File: config.mk
export PLATFORM = sky130hd
export DESIGN_NAME = mem_responder_flat
export DESIGN_NICKNAME = d
export VERILOG_FILES = /design/src/rtl/mem_responder_pkg.sv /design/src/rtl/mem_responder_if.sv /design/src/rtl/mem_responder_ifetch_buffer.sv /design/src/rtl/mem_responder.sv /design/src/flat_wrapper.sv
export SDC_FILE = /design/constraint.sdc
export NUM_CORES = 1
export LEC_CHECK = 0
export CAP_MARGIN = 10
export CORE_MARGIN = 2
export CORE_UTILIZATION = 41
export CTS_BUF_LIST = sky130_fd_sc_hd__clkbuf_4 sky130_fd_sc_hd__clkbuf_8 sky130_fd_sc_hd__clkbuf_16
export DETAILED_ROUTE_END_ITERATION = 16
export PLACE_DENSITY = 0.9
export SYNTH_ARGS = -nofsm -noshare
export SYNTH_HDL_FRONTEND = slang
export SYNTH_SLANG_ARGS = --single-unit
File: constraint.sdc
create_clock -name CLK -period 2.6 [get_ports CLK]
set_clock_uncertainty 0.2 [all_clocks]
set_input_delay 0.65 -clock CLK [delete_from_list [all_inputs] [get_ports CLK]]
set_output_delay 0.65 -clock CLK [all_outputs]
set_load 0.02 [all_outputs]
File: src/rtl/mem_responder_pkg.sv
// Shared types for the memory responder: word type, FSM state enum and
// the data word returned when the RAM watchdog aborts an access.
package mem_responder_pkg;

    typedef logic [31:0] word_t;

    typedef enum logic [2:0] {
        IDLE   = 3'd0,
        DACC   = 3'd1,
        IACC   = 3'd2,
        RESP   = 3'd3,
        HALTED = 3'd4
    } resp_state_t;

    localparam word_t ERR_WORD = 32'hBAD0BAD0;

endpackage

File: src/rtl/mem_responder_if.sv
// Datapath-to-memory request bus plus the backing RAM handshake.
//
// Handshake: a requester raises imemREN / dmemREN / dmemWEN and holds it,
// with address and store data stable, until the matching ihit / dhit
// pulse (one cycle, load data valid in that cycle). On the RAM side the
// responder holds ramREN / ramWEN, ramaddr and ramstore stable until the
// cycle ramready is high; ramload is sampled in that cycle.
interface mem_responder_if;
    import mem_responder_pkg::*;

    logic  imemREN;
    word_t imemaddr;
    word_t imemload;
    logic  ihit;
    logic  dmemREN;
    logic  dmemWEN;
    word_t dmemaddr;
    word_t dmemstore;
    word_t dmemload;
    logic  dhit;
    logic  halt;
    logic  flushed;
    logic  ramREN;
    logic  ramWEN;
    word_t ramaddr;
    word_t ramstore;
    word_t ramload;
    logic  ramready;
    logic  err;

    modport slave (
        input  imemREN, imemaddr, dmemREN, dmemWEN, dmemaddr, dmemstore,
               halt, ramload, ramready,
        output imemload, ihit, dmemload, dhit, flushed,
               ramREN, ramWEN, ramaddr, ramstore, err
    );

    modport master (
        output imemREN, imemaddr, dmemREN, dmemWEN, dmemaddr, dmemstore,
               halt, ramload, ramready,
        input  imemload, ihit, dmemload, dhit, flushed,
               ramREN, ramWEN, ramaddr, ramstore, err
    );

endinterface

File: src/rtl/mem_responder_ifetch_buffer.sv
// One-entry instruction buffer: valid bit, address tag and data word.
// Filled after a completed fetch, invalidated by a store to the tag.
module ifetch_buffer
    import mem_responder_pkg::*;
(
    input  logic  clk,
    input  logic  rst,
    input  word_t lookup_addr,
    output logic  lookup_hit,
    output word_t lookup_data,
    input  logic  fill_en,
    input  word_t fill_addr,
    input  word_t fill_data,
    input  logic  inv_en,
    input  word_t inv_addr
);

    logic  valid_q;
    word_t tag_q;
    word_t data_q;

    // Entry update: fill takes priority, invalidate only on tag match.
    always_ff @(posedge clk) begin
        if (rst) begin
            valid_q <= 1'b0;
            tag_q   <= '0;
            data_q  <= '0;
        end else if (fill_en) begin
            valid_q <= 1'b1;
            tag_q   <= fill_addr;
            data_q  <= fill_data;
        end else if (inv_en && (inv_addr == tag_q)) begin
            valid_q <= 1'b0;
        end
    end

    assign lookup_hit  = valid_q && (tag_q == lookup_addr);
    assign lookup_data = data_q;

endmodule

File: src/rtl/mem_responder.sv
// Memory responder: serves instruction fetches and data loads/stores from
// a single-ported RAM, data first, with a per-access watchdog and a
// terminal halt/flush state. Optional one-entry fetch buffer is enabled
// by defining IPREFETCH_EN.
module mem_responder
    import mem_responder_pkg::*;
#(
    parameter int MAX_WAIT = 255
) (
    input  logic           CLK,
    input  logic           RST,
    mem_responder_if.slave bus,
    output resp_state_t    state_dbg
);

    resp_state_t state;
    resp_state_t next_state;

    word_t       addr_q;
    word_t       store_q;
    word_t       resp_q;
    logic        is_d_q;
    logic        is_wr_q;
    logic        err_q;
    logic [7:0]  wait_q;

    logic        dreq;
    logic        ireq_ok;
    logic        timeout;
    logic        pf_hit;
    word_t       pf_data;

    assign dreq    = bus.dmemREN | bus.dmemWEN;
    assign ireq_ok = bus.imemREN & ~bus.halt;
    assign timeout = (wait_q == 8'(MAX_WAIT));

`ifdef IPREFETCH_EN
    logic fill_en;
    logic inv_en;

    assign fill_en = (state == IACC) && bus.ramready;
    assign inv_en  = (state == RESP) && is_d_q && is_wr_q;

    ifetch_buffer u_ibuf (
        .clk         (CLK),
        .rst         (RST),
        .lookup_addr (bus.imemaddr),
        .lookup_hit  (pf_hit),
        .lookup_data (pf_data),
        .fill_en     (fill_en),
        .fill_addr   (addr_q),
        .fill_data   (bus.ramload),
        .inv_en      (inv_en),
        .inv_addr    (addr_q)
    );
`else
    assign pf_hit  = 1'b0;
    assign pf_data = '0;
`endif

    // State register; reset abandons any access in flight.
    always_ff @(posedge CLK) begin
        if (RST) state <= IDLE;
        else     state <= next_state;
    end

    // Next-state: data beats fetch, halt blocks new fetches only.
    always_comb begin
        next_state = state;
        case (state)
            IDLE: begin
                if (dreq)         next_state = DACC;
                else if (ireq_ok) next_state = pf_hit ? RESP : IACC;
                else if (bus.halt) next_state = HALTED;
            end
            DACC, IACC: begin
                if (bus.ramready || timeout) next_state = RESP;
            end
            RESP:    next_state = IDLE;
            HALTED:  next_state = HALTED;
            default: next_state = IDLE;
        endcase
    end

    // Request latch, response capture and watchdog counter.
    always_ff @(posedge CLK) begin
        if (RST) begin
            addr_q  <= '0;
            store_q <= '0;
            resp_q  <= '0;
            is_d_q  <= 1'b0;
            is_wr_q <= 1'b0;
            wait_q  <= '0;
            err_q   <= 1'b0;
        end else begin
            case (state)
                IDLE: begin
                    if (dreq) begin
                        addr_q  <= bus.dmemaddr;
                        store_q <= bus.dmemstore;
                        is_d_q  <= 1'b1;
                        is_wr_q <= bus.dmemWEN;
                        wait_q  <= '0;
                    end else if (ireq_ok) begin
                        addr_q  <= bus.imemaddr;
                        store_q <= '0;
                        is_d_q  <= 1'b0;
                        is_wr_q <= 1'b0;
                        wait_q  <= '0;
                        if (pf_hit) resp_q <= pf_data;
                    end
                end
                DACC, IACC: begin
                    // A store returns 0; the RAM read data is meaningless.
                    if (bus.ramready) begin
                        resp_q <= (is_d_q && is_wr_q) ? '0 : bus.ramload;
                    end else if (timeout) begin
                        resp_q <= ERR_WORD;
                        err_q  <= 1'b1;
                    end else begin
                        wait_q <= wait_q + 8'd1;
                    end
                end
                default: ;
            endcase
        end
    end

    // Output decode from the registered state and latched request.
    always_comb begin
        bus.ramREN   = 1'b0;
        bus.ramWEN   = 1'b0;
        bus.ramaddr  = '0;
        bus.ramstore = '0;
        bus.ihit     = 1'b0;
        bus.dhit     = 1'b0;
        bus.imemload = '0;
        bus.dmemload = '0;
        bus.flushed  = 1'b0;
        case (state)
            DACC: begin
                bus.ramREN   = ~is_wr_q;
                bus.ramWEN   = is_wr_q;
                bus.ramaddr  = addr_q;
                bus.ramstore = store_q;
            end
            IACC: begin
                bus.ramREN   = 1'b1;
                bus.ramaddr  = addr_q;
                bus.ramstore = store_q;
            end
            RESP: begin
                bus.ihit     = ~is_d_q;
                bus.dhit     = is_d_q;
                bus.imemload = is_d_q ? '0 : resp_q;
                bus.dmemload = is_d_q ? resp_q : '0;
            end
            IDLE: begin
                // Flushed as soon as the idle block commits to halting.
                bus.flushed = bus.halt & ~dreq;
            end
            HALTED: begin
                bus.flushed = 1'b1;
            end
            default: ;
        endcase
    end

    assign bus.err   = err_q;
    assign state_dbg = state;

endmodule
File: src/flat_wrapper.sv
// flat-port wrapper written by rule: the top's interface ports become plain ports
module mem_responder_flat import mem_responder_pkg::*;
#(
    parameter int MAX_WAIT = 255
)
  (CLK, RST, state_dbg, bus_imemREN, bus_imemaddr, bus_dmemREN, bus_dmemWEN, bus_dmemaddr, bus_dmemstore, bus_halt, bus_ramload, bus_ramready, bus_imemload, bus_ihit, bus_dmemload, bus_dhit, bus_flushed, bus_ramREN, bus_ramWEN, bus_ramaddr, bus_ramstore, bus_err);
  mem_responder_if bus_i ();
  input  logic CLK;
  input  logic RST;
  output resp_state_t state_dbg;
  input wire logic [$bits(bus_i.imemREN)-1:0] bus_imemREN;
  input wire logic [$bits(bus_i.imemaddr)-1:0] bus_imemaddr;
  input wire logic [$bits(bus_i.dmemREN)-1:0] bus_dmemREN;
  input wire logic [$bits(bus_i.dmemWEN)-1:0] bus_dmemWEN;
  input wire logic [$bits(bus_i.dmemaddr)-1:0] bus_dmemaddr;
  input wire logic [$bits(bus_i.dmemstore)-1:0] bus_dmemstore;
  input wire logic [$bits(bus_i.halt)-1:0] bus_halt;
  input wire logic [$bits(bus_i.ramload)-1:0] bus_ramload;
  input wire logic [$bits(bus_i.ramready)-1:0] bus_ramready;
  output wire logic [$bits(bus_i.imemload)-1:0] bus_imemload;
  output wire logic [$bits(bus_i.ihit)-1:0] bus_ihit;
  output wire logic [$bits(bus_i.dmemload)-1:0] bus_dmemload;
  output wire logic [$bits(bus_i.dhit)-1:0] bus_dhit;
  output wire logic [$bits(bus_i.flushed)-1:0] bus_flushed;
  output wire logic [$bits(bus_i.ramREN)-1:0] bus_ramREN;
  output wire logic [$bits(bus_i.ramWEN)-1:0] bus_ramWEN;
  output wire logic [$bits(bus_i.ramaddr)-1:0] bus_ramaddr;
  output wire logic [$bits(bus_i.ramstore)-1:0] bus_ramstore;
  output wire logic [$bits(bus_i.err)-1:0] bus_err;
  assign bus_i.imemREN = bus_imemREN;
  assign bus_i.imemaddr = bus_imemaddr;
  assign bus_i.dmemREN = bus_dmemREN;
  assign bus_i.dmemWEN = bus_dmemWEN;
  assign bus_i.dmemaddr = bus_dmemaddr;
  assign bus_i.dmemstore = bus_dmemstore;
  assign bus_i.halt = bus_halt;
  assign bus_i.ramload = bus_ramload;
  assign bus_i.ramready = bus_ramready;
  assign bus_imemload = bus_i.imemload;
  assign bus_ihit = bus_i.ihit;
  assign bus_dmemload = bus_i.dmemload;
  assign bus_dhit = bus_i.dhit;
  assign bus_flushed = bus_i.flushed;
  assign bus_ramREN = bus_i.ramREN;
  assign bus_ramWEN = bus_i.ramWEN;
  assign bus_ramaddr = bus_i.ramaddr;
  assign bus_ramstore = bus_i.ramstore;
  assign bus_err = bus_i.err;
  mem_responder #(.MAX_WAIT(MAX_WAIT)) u_core (.CLK(CLK), .RST(RST), .bus(bus_i), .state_dbg(state_dbg));
endmodule
==> flow_results.org <==
** Run status
- The flow ran to the end, and the final reports show no timing, DRC or antenna violations.

** GRT
- The total overflow left after global routing is 0.
- Wire length of the first global-routing pass :: ~28000 um
- Global routing used 24.6% of the available tracks.
- The initial antenna violation count came to 0.
- Vias in the first global route :: about 5600
- Maximum number of pins on one net before global-route repair :: 42

** Clock tree
- The clock passes through at most 2 buffers.
- Total CTS buffers :: 9
- After clock tree synthesis, the clock-pin slew on the worst setup and hold paths is approximately 0.08 ns.
- Worst-skew pair later-pin latency :: ~0.35 ns
- TritonCTS Sinks :: 110
- H-tree Lvls :: 3
- The root buffer cell chosen for the clock tree is sky130_fd_sc_hd__clkbuf_16.
- CTS tree :: done

** Timing
- Measured against its own limit, the worst slew margin works out to between 40% and 50%.
- Slew @ Worst Pin :: 0.811 ns
- Final total negative setup slack :: 0 ns
- In the finished design, the share of the clock period the worst path needs comes to 98.2%.
- Static timing analysis puts the maximum clock frequency at between 300 and 400 MHz.
- The clock period could shrink to 2.55 ns.
- Setup violations remaining at the end of the flow were counted as 0.
- The number of endpoints with negative hold slack in the final report came to 0.
- Count of pins over their slew limit :: 0
- Setup repair after global routing missed its margin :: yes

** Power
- In this run the static leakage power is about 3.7 nW.
- Maximum vdd ir drop :: 501 uV
- Dividing total power by cell area gives a power density of 950 mW/mm^2.
- Post-layout total power :: 0.00815 W

** Worst setup path
- Register-to-register setup slack :: between 0.2 and 0.25 ns
- Setup crit end kind :: primary output
- CP Cell Sequence :: buf_6, xnor2_4, nor2_4, buf_6, buf_16, and2_1, buf_4
- Arrival time at the worst endpoint :: about 1.7 ns
- CP startpoint kind :: flop
- At the worst endpoint, the required time is ~1.8 ns.
- Critical Path Slowest Stage Cell :: sky130_fd_sc_hd__dfxtp_4
- Maximum fanout along the worst path :: 17
- Classification of the worst setup path :: reg2out
- The number of buffers and inverters on the critical path is 4.
- R2r worst-path depth :: 5
- In this run the critical register-to-register path is captured at u_core.resp_q[23]$_SDFFE_PP0P_.
- In this run the critical register-to-register path is launched from u_core.wait_q[0]$_SDFFE_PP0P_.
- By instance count, the cell type seen most on the critical path is sky130_fd_sc_hd__buf_6.
- Largest stage delay, worst path :: roughly 0.37 ns
- The cell family contributing the most delay on the critical path is buffers and inverters.

** Synth
- In this run the biggest area consumer among cell types represents 40.0% of the synthesized area.
- Largest area contributor in the synthesized netlist :: sky130_fd_sc_hd__dfxtp_1
- Synth Cell Area :: roughly 0.0055 mm^2
- Share of flip-flops with an asynchronous set or reset after synthesis :: 0%
- Post-Syn Nets :: 814
- Ys flop type :: sky130_fd_sc_hd__dfxtp_1
- Synth top cells by count :: 113 x sky130_fd_sc_hd__and2_1, 110 x sky130_fd_sc_hd__dfxtp_1, 109 x sky130_fd_sc_hd__nand2_1
- Area contributors post-synth :: sky130_fd_sc_hd__dfxtp_1 40%, sky130_fd_sc_hd__and2_1 13%, sky130_fd_sc_hd__nand2_1 7.4%, sky130_fd_sc_hd__a311oi_2 5.5%, sky130_fd_sc_hd__nor2_1 4.8%
- Synthesis inferred 110 register bits.
- Post-synthesis sequential area ratio :: around two fifths
- The Yosys step of the flow raised 0 warnings.
- EDFF count, synth :: 0
- The netlist uses 47 different library cells.
- The cell count after synthesis came out at 678.
- Most repeated cell in the gate-level netlist after synthesis :: sky130_fd_sc_hd__and2_1
- Averaged over all synthesized cells, the footprint is 8.12 um^2.

** Floorplan
- Initial cell density of the core :: a little over two fifths
- Die span in y :: roughly 120 um
- Die Outline Area :: about 0.014 mm^2
- From left edge to right edge, the die measures 120 um.
- Core region area :: 0.0132 mm^2
- Floorplan row count :: 42
- IO Count :: around 270

** Drt
- For this block, wires on met1 add up to ~7400 um.
- Iteration-0 DRC Markers :: 345
- Once detail routing completed, the nets flagged for antenna violations numbered 0.
- After detailed routing, the met2 layer carries about 9000 um of wire.
- After detailed routing, the number of remaining DRC violations is 0.
- Number of vias per cell :: roughly 5.2
- The first detailed-routing pass took 5 iterations.
- For this block, the routed nets add up to around 18000 um of wire.
- After detailed routing, the met3 layer carries around 1200 um of wire.
- Detailed routing inserted a total of just under 6000 vias.
- The highest layer touched by signal routing is met4.
- Average detailed-routed wire length per instance :: about 16 um

** Worst hold path
- Hold depth :: 2
- The worst hold path begins at u_core.bus.err$_SDFFE_PP0P_.
- The worst hold path terminates at u_core.bus.err$_SDFFE_PP0P_.
- The path class of the tightest hold or removal check is reg2reg.

** Placement
- Placer Congestion :: 0.817
- Summing all placed instances gives a cell area of 0.00855 mm^2.
- Port buffer count :: approximately 270
- Final HPWL DP :: 12600 um

** Layout
- At the end of the flow, the number of nets in the layout was 1081.
- The area growth from synthesis to layout is 55.9%.
- Utilization of the core after routing :: roughly two thirds
- Final cell area excluding filler cells :: between 0.008 and 0.009 mm^2
- Final antenna diode count :: 0
- Fraction of layout instances using a drive strength above 1 :: between 20% and 30%
- After filler insertion, the fill cell instance count of the layout stands at between 1000 and 1500.

** Run
- Across the run, the number of max-cap violations was 0.
==> kinds of logic (layout without fill, tap and decap cells) <==
group / Yosys count / count (layout) / share of synthesized area (%)
and+or+nand+nor: 335 / 335 / 30.4
muxes: 1 / 1 / 0.182
adders and majority gates: 1 / 1 / 0.227
buffers and inverters: 81 / 352 / 6.64
xor gates and xnor gates: 1 / 1 / 0.500
DFF: 110 / 110 / 40.0
AOI/OAI and AO/OA: 149 / 149 / 22.1
==> routing by layer <==
layer,GRT usage [%],vias to the layer above
li1,-,2874
met1,30.2,2756
met2,40.9,219
met3,5.61,45
met4,11.5,0
met5,0,-
==> sequential cells by signal, indices dropped and copies added, names as in the netlist <==
name	count
u_core.addr_q	32
u_core.bus.err	1
u_core.is_d_q	1
u_core.is_wr_q	1
u_core.resp_q	32
u_core.state_dbg	3
u_core.store_q	32
u_core.wait_q	8
==> layout make-up <==
class / count / area, um^2 / area share (%)
sequential: 110 / 2210 / 25.7
multi-input combinational: 487 / 2980 / 34.8
clock inverter: 6 / 46.3 / 0.540
inverter: 21 / 78.8 / 0.919
clock buffer: 9 / 225 / 2.62
timing repair buffer: 316 / 2820 / 32.8
tap: 176 / 220 / 2.57
==> cells in the final DEF, fill, tap and decap left out, drive strengths merged, types with 3 or more instances in the layout <==
cell and n:
clkdlybuf4s50 137, and2 113, dfxtp 110, buf 110
nand2 109, nor2 73, a311oi 35, a22oi 32
clkbuf 32, a21oi 29, clkdlybuf4s15 25, inv 23
dlygate4sd2 21, o21ai 19, nor4 18, a221oi 17
a211oi 5, nand3 5, or2 5, or3 3
==> per-stage QoR <==
step / cells / hold WS [ns] / setup WS, ns
CTS: 1121 / 0.286 / -0.0354
detailed placement: 1103 / 0.262 / -0.359
global route: 1125 / 0.309 / -0.0133
finish: 1125 / 0.287 / 0.0461
global placement: 1103 / 0.251 / -0.349
floorplan: 678 / 0.253 / 0.0258
==> tightest hold or removal path: stages, from the launching register on <==
cell and delay [ns]:
sky130_fd_sc_hd__dfxtp_1 0.34, sky130_fd_sc_hd__a21oi_1 0.04, sky130_fd_sc_hd__nor2_1 0.08
==> worst max path at each step <==
stage / from / endpoint / slack, ns / depth (start not counted)
global route: u_core.state_dbg[1]$_SDFFE_PP0P_ / bus_ramstore[3] / -0.01 / 7
floorplan: u_core.state_dbg[1]$_SDFFE_PP0P_ / bus_dmemload[22] / 0.03 / 5
CTS: u_core.state_dbg[0]$_SDFFE_PP0P_ / bus_dmemload[31] / -0.04 / 5
detailed placement: bus_dmemWEN / bus_flushed / -0.36 / 5
finish: u_core.state_dbg[1]$_SDFFE_PP0P_ / bus_ramaddr[12] / 0.05 / 7
global placement: bus_dmemWEN / bus_flushed / -0.35 / 5
==> where the power goes <==
part	internal, W	leakage (nW)	switching [W]
logic	0.00193	2.63	0.00245
registers	0.00219	0.906	0.000269
clock network	0.000653	0.128	0.000653
total	0.00478	3.66	0.00337
==> repair_timing <==
item	in CTS	in global routing
endpoints found under the setup margin	134	117
gates cloned	1	3
endpoints found under the hold margin	0	0
setup buffers	2	1
hold buffers	0	0
gates resized for setup	388	72
pin swaps	2	3
Note: power is estimated with default switching activity, not from simulation.
